File: config.mk
export PLATFORM = sky130hd
export DESIGN_NAME = serdes_lane_serializer
export DESIGN_NICKNAME = d
export VERILOG_FILES = /design/src/rtl/serdes_lane_serializer.sv
export SDC_FILE = /design/constraint.sdc
export NUM_CORES = 1
export LEC_CHECK = 0
export ABC_AREA = 0
export CORE_AREA = 3 3 191 137
export DETAILED_ROUTE_END_ITERATION = 7
export DIE_AREA = 0 0 194 140
export GPL_ROUTABILITY_DRIVEN = 1
export PLACE_DENSITY = 0.85
export SETUP_SLACK_MARGIN = 0.02
export SLEW_MARGIN = 10
export SYNTH_ARGS = -nofsm -noshare
export SYNTH_HDL_FRONTEND = slang
export SYNTH_SLANG_ARGS = --single-unit
File: constraint.sdc
create_clock -name clk -period 17.3 [get_ports clk]
set_clock_uncertainty 0.1 [all_clocks]
set_input_delay 1.73 -clock clk [delete_from_list [all_inputs] [get_ports clk]]
set_output_delay 1.73 -clock clk [all_outputs]
set_load 0.05 [all_outputs]
File: src/rtl/serdes_lane_serializer.sv
// serdes_lane_serializer: takes one N_SAMPLES-word frame per recv handshake
// and emits it as BEATS = N_SAMPLES/N_LANES beats of N_LANES words each.
// A new frame can load on the same edge the final beat is consumed, so
// back-to-back frames stream with no idle cycle.
// Optional build macro SERDES_SER_LAST_EN adds the send_last output.
// recv_rdy depends combinationally on send_rdy while on the final beat.
module serdes_lane_serializer #(
  parameter int unsigned BIT_WIDTH = 32,
  parameter int unsigned N_SAMPLES = 8,
  parameter int unsigned N_LANES   = 2
) (
  input  logic                 clk,
  input  logic                 reset,
  input  logic [BIT_WIDTH-1:0] recv_msg [N_SAMPLES],
  input  logic                 recv_val,
  output logic                 recv_rdy,
  output logic [BIT_WIDTH-1:0] send_msg [N_LANES],
  output logic                 send_val,
  input  logic                 send_rdy
`ifdef SERDES_SER_LAST_EN
  ,
  output logic                 send_last
`endif
);

  localparam int unsigned LANES_SAFE = (N_LANES == 0) ? 1 : N_LANES;
  localparam int unsigned BEATS      = N_SAMPLES / LANES_SAFE;
  localparam int unsigned BW         = (BEATS > 1) ? $clog2(BEATS) : 1;
  localparam int unsigned IW         = (N_SAMPLES > 1) ? $clog2(N_SAMPLES) : 1;
  localparam logic [BW-1:0] LAST_BEAT = BW'(BEATS - 1);

  // Reject lane counts that cannot evenly split a frame.
  if (N_LANES < 1 || (N_SAMPLES % LANES_SAFE) != 0) begin : g_param_check
    $error("serdes_lane_serializer: need N_LANES >= 1 and N_SAMPLES %% N_LANES == 0");
  end

  typedef enum logic {
    IDLE,
    SEND
  } state_t;

  state_t               state_q, state_d;
  logic [BW-1:0]        beat_q, beat_d;
  logic [BIT_WIDTH-1:0] data_q [N_SAMPLES];
  logic                 load;
  logic                 last_beat;

  assign last_beat = (beat_q == LAST_BEAT);

  // State and beat counter register.
  always_ff @(posedge clk) begin
    if (reset) begin
      state_q <= IDLE;
      beat_q  <= '0;
    end else begin
      state_q <= state_d;
      beat_q  <= beat_d;
    end
  end

  // Frame storage: all samples captured together on a load.
  always_ff @(posedge clk) begin
    for (int unsigned i = 0; i < N_SAMPLES; i++) begin
      if (reset) begin
        data_q[i] <= '0;
      end else if (load) begin
        data_q[i] <= recv_msg[i];
      end
    end
  end

  // Next-state, handshake and beat sequencing; outputs forced low in reset.
  always_comb begin
    state_d  = state_q;
    beat_d   = beat_q;
    load     = 1'b0;
    recv_rdy = 1'b0;
    send_val = 1'b0;
    if (!reset) begin
      case (state_q)
        IDLE: begin
          recv_rdy = 1'b1;
          if (recv_val) begin
            load    = 1'b1;
            beat_d  = '0;
            state_d = SEND;
          end
        end
        SEND: begin
          send_val = 1'b1;
          recv_rdy = send_rdy && last_beat;
          if (send_rdy) begin
            if (!last_beat) begin
              beat_d = beat_q + BW'(1);
            end else if (recv_val) begin
              // Final beat consumed and next frame taken on the same edge.
              load   = 1'b1;
              beat_d = '0;
            end else begin
              beat_d  = '0;
              state_d = IDLE;
            end
          end
        end
        default: begin
          state_d = IDLE;
          beat_d  = '0;
        end
      endcase
    end
  end

  // Lane mux: lane l shows sample beat*N_LANES + l of the held frame.
  always_comb begin
    for (int unsigned l = 0; l < N_LANES; l++) begin
      send_msg[l] = data_q[IW'(32'(beat_q) * N_LANES + l)];
    end
  end

`ifdef SERDES_SER_LAST_EN
  assign send_last = send_val && last_beat;
`endif

endmodule

==> key figures <==
Run status
  • Status: completed

Global routing
  • Tot GR Track Use: 0.203
  • Number of antenna violations at the first check in global routing: 0
  • First-pass GRT wire length: 43300 um
  • Vias in the first global route: 7616
  • Grt ovf: 0
  • Largest net degree at the start of global routing: 259

Place
  • Port bufs: around 330
  • GPL Wtd Cong: 0.784
  • Post-DP HPWL: between 15000 and 20000 um
  • DP Worst Slack: around 11000 ps

STA
  • Tmin final: about 6200 ps
  • Setup tns final: 0 ps
  • Final critical-path share of the clock period: 0.360
  • Fmax: 160 MHz
  • Slack of the critical path: 11070 ps
  • RSZ-0062 raised after global routing: false
  • Final setup violation count: 0
  • Final Max Slew Viols: 0
  • Slew HR: 0.0119
  • Worst Max-Slew Pin Slew: roughly 1500 ps
  • Fin. Hold Viols: 0

Die
  • Row cnt: 48
  • Width of the die: 194 um
  • Die ar.: ~0.027 mm^2
  • Die span in y: 140 um
  • Num ports: 326
  • Core area: ~0.025 mm^2
  • Initial core utilization: 0.475

Drt
  • Drt wl/cell: 21.8 um
  • Initial DRC count: 483
  • DR vias: a little over 7000
  • Vias/cell: 5.51
  • Residual DRC: 0
  • Drt pass-1 iters: 4
  • Post-route ant nets: 0
  • Drt total wl: 28300 um

Cells and area
  • Fraction of layout cells with a size suffix above 1: 0.120
  • Final net count: 1218
  • Antenna cells: 0
  • Area growth, synth to finish: 35.8%

Worst hold path
  • Hold Path Depth: 2
  • Worst min path class: reg2reg

Synth
  • Seq cells post-synth: 261
  • Synthesized area per cell: 17.5 um^2
  • Most common library cells after synthesis: edfxtp_1, nor3b_1, mux4_2
  • Mapped Area: between 0.01 and 0.015 mm^2
  • Post-synth ARST share: 0
  • Synth top area share: 0.660
  • Post-synth EDFFs: 256
  • Synth Instances: 667
  • Most area-consuming cells after synthesis: edfxtp_1, nor3b_1, mux4_2
  • Synth cell types: 23
  • Most used DFF post-synth: edfxtp_1
  • Seq/Total Area, Yosys: 0.669
  • Synth area leader: edfxtp_1
  • Net Count, Synth: slightly above 900
  • Ys Warns: 0

Clock tree
  • CTS Sinks: 261
  • CTS max path bufs: 3
  • Htree depth: 1
  • CTS clk-pin slew, worst paths: 70 ps
  • Root Buffer: clkbuf_16
  • Worst-Skew Late Latency: around 520 ps
  • # resized after CTS: 0
  • TritonCTS Buffers: 26
  • TritonCTS clock tree: done
  • Post-CTS setup buffers: 0
  • Hold_buf cts: 0

Critical path
  • Worst Path Arrival: 4400 ps
  • Setup crit start kind: input port
  • R2R cell count: 5
  • Critical Path RT: about 15000 ps
  • Crit Path Max Fanout: 258
  • Crit Path Class: in2out
  • CP Capture Type: output pin

Power and ir drop
  • Pwr per Cell Area: 96.6 mW/mm^2
  • Leak: between 5 and 6 nW
  • VDD IR max: 0.0000623 V

Run
  • Max-cap viol count: 0
-- where the power goes --
part	internal [mW]	switching, mW	total [mW]
clock network	0.298	0.230	0.528
registers	0.746	0.0142	0.760
logic	0.115	0.125	0.240
-- through the flow --
| step | util | std cells | hold WS, ps | power [mW] | area [um^2] |
|---|---|---|---|---|---|
| after floorplan | - | 667 | 439 | 0.920 | 11600 |
| after global placement | 0.613 | 1254 | 487 | 1.01 | 15000 |
| after detailed placement | 0.613 | 1254 | 509 | 1.01 | 15000 |
| after CTS | 0.646 | 1300 | 519 | 1.54 | 15800 |
| after global routing | 0.646 | 1300 | 584 | 1.58 | 15800 |
| final | 0.646 | 1300 | 520 | 1.53 | 15800 |
-- placed cells by master (no fill, tap or decap) --
| cell | netlist | final |
|---|---|---|
| clkinvlp_4 | 0 | 1 |
| dfxtp_2 | 0 | 4 |
| mux4_2 | 64 | 64 |
| o21ba_2 | 1 | 1 |
| inv_1 | 2 | 2 |
| a21boi_4 | 1 | 1 |
| nand2b_4 | 1 | 1 |
| buf_12 | 0 | 1 |
| clkbuf_1 | 8 | 4 |
| buf_4 | 9 | 7 |
| ha_1 | 1 | 1 |
| nand2b_1 | 1 | 1 |
| nor2b_1 | 1 | 1 |
| clkinv_2 | 0 | 6 |
| clkdlybuf4s50_1 | 0 | 325 |
| nor2_1 | 1 | 1 |
| bufinv_16 | 0 | 1 |
| o21bai_4 | 0 | 1 |
| o21ai_0 | 1 | 1 |
| mux2_2 | 1 | 1 |
| dfxtp_1 | 5 | 1 |
| nor3b_1 | 256 | 256 |
| edfxtp_1 | 256 | 256 |
| clkbuf_16 | 0 | 27 |
| clkinv_1 | 0 | 6 |
| o32ai_1 | 1 | 1 |
| nand4bb_1 | 1 | 1 |
| nand4b_1 | 1 | 1 |
| clkinv_4 | 0 | 1 |
-- kinds of logic (layout without fill, tap and decap cells) --
| kind of cell | count (synthesis) | count (layout) | synth area share |
|---|---|---|---|
| adder cells (fa/ha/maj) | 1 | 1 | 0.00107 |
| multiplexers | 65 | 65 | 0.125 |
| buffers and inverters | 73 | 381 | 0.0321 |
| flip-flops | 261 | 261 | 0.669 |
| AND/OR/NAND/NOR | 262 | 262 | 0.169 |
| AO/OA/AOI/OAI | 5 | 5 | 0.00430 |
-- state kept, by name, indices dropped and copies added (netlist names), named ones only --
signal   flops
data_q     256
state_q      1
beat_q       2
-- critical path, cell delays in order --
cell and delay (ps):
clkdlybuf4s50_1 500, a21boi_4 250, buf_12 520, nor2_1 70, clkdlybuf4s50_1 760
-- final timing paths --
| path | slack [ps] | from | to |
|---|---|---|---|
| min | 520 | state_q$_SDFF_PP0_ | flip-flop |
| max reg2reg | 12750 | beat_q[1]$_SDFFE_PP0P_ | data_q[0][18]$_SDFFCE_PN0P_ |
| min reg2reg | 520 | state_q$_SDFF_PP0_ | flip-flop |
| max | 11070 | send_rdy | recv_rdy |
-- per-layer routing --
metal	track usage	vias to the layer above	routed length, um
met5	0	-	0
met4	0.0442	0	575
met3	0.0604	45	2520
met2	0.338	316	13800
met1	0.268	3550	11400
li1	-	3251	-
-- area by class of cell --
cell class              count  area, um^2
clock buffers              31         691
clock inverters            15        98.8
fillers                  1744        8680
inverters                   2        7.51
multi-input cells         333        3500
flip-flops and latches    261        7790
well taps                 325         407
repair buffers            333        3330
Note: power is estimated with default switching activity, not from simulation.
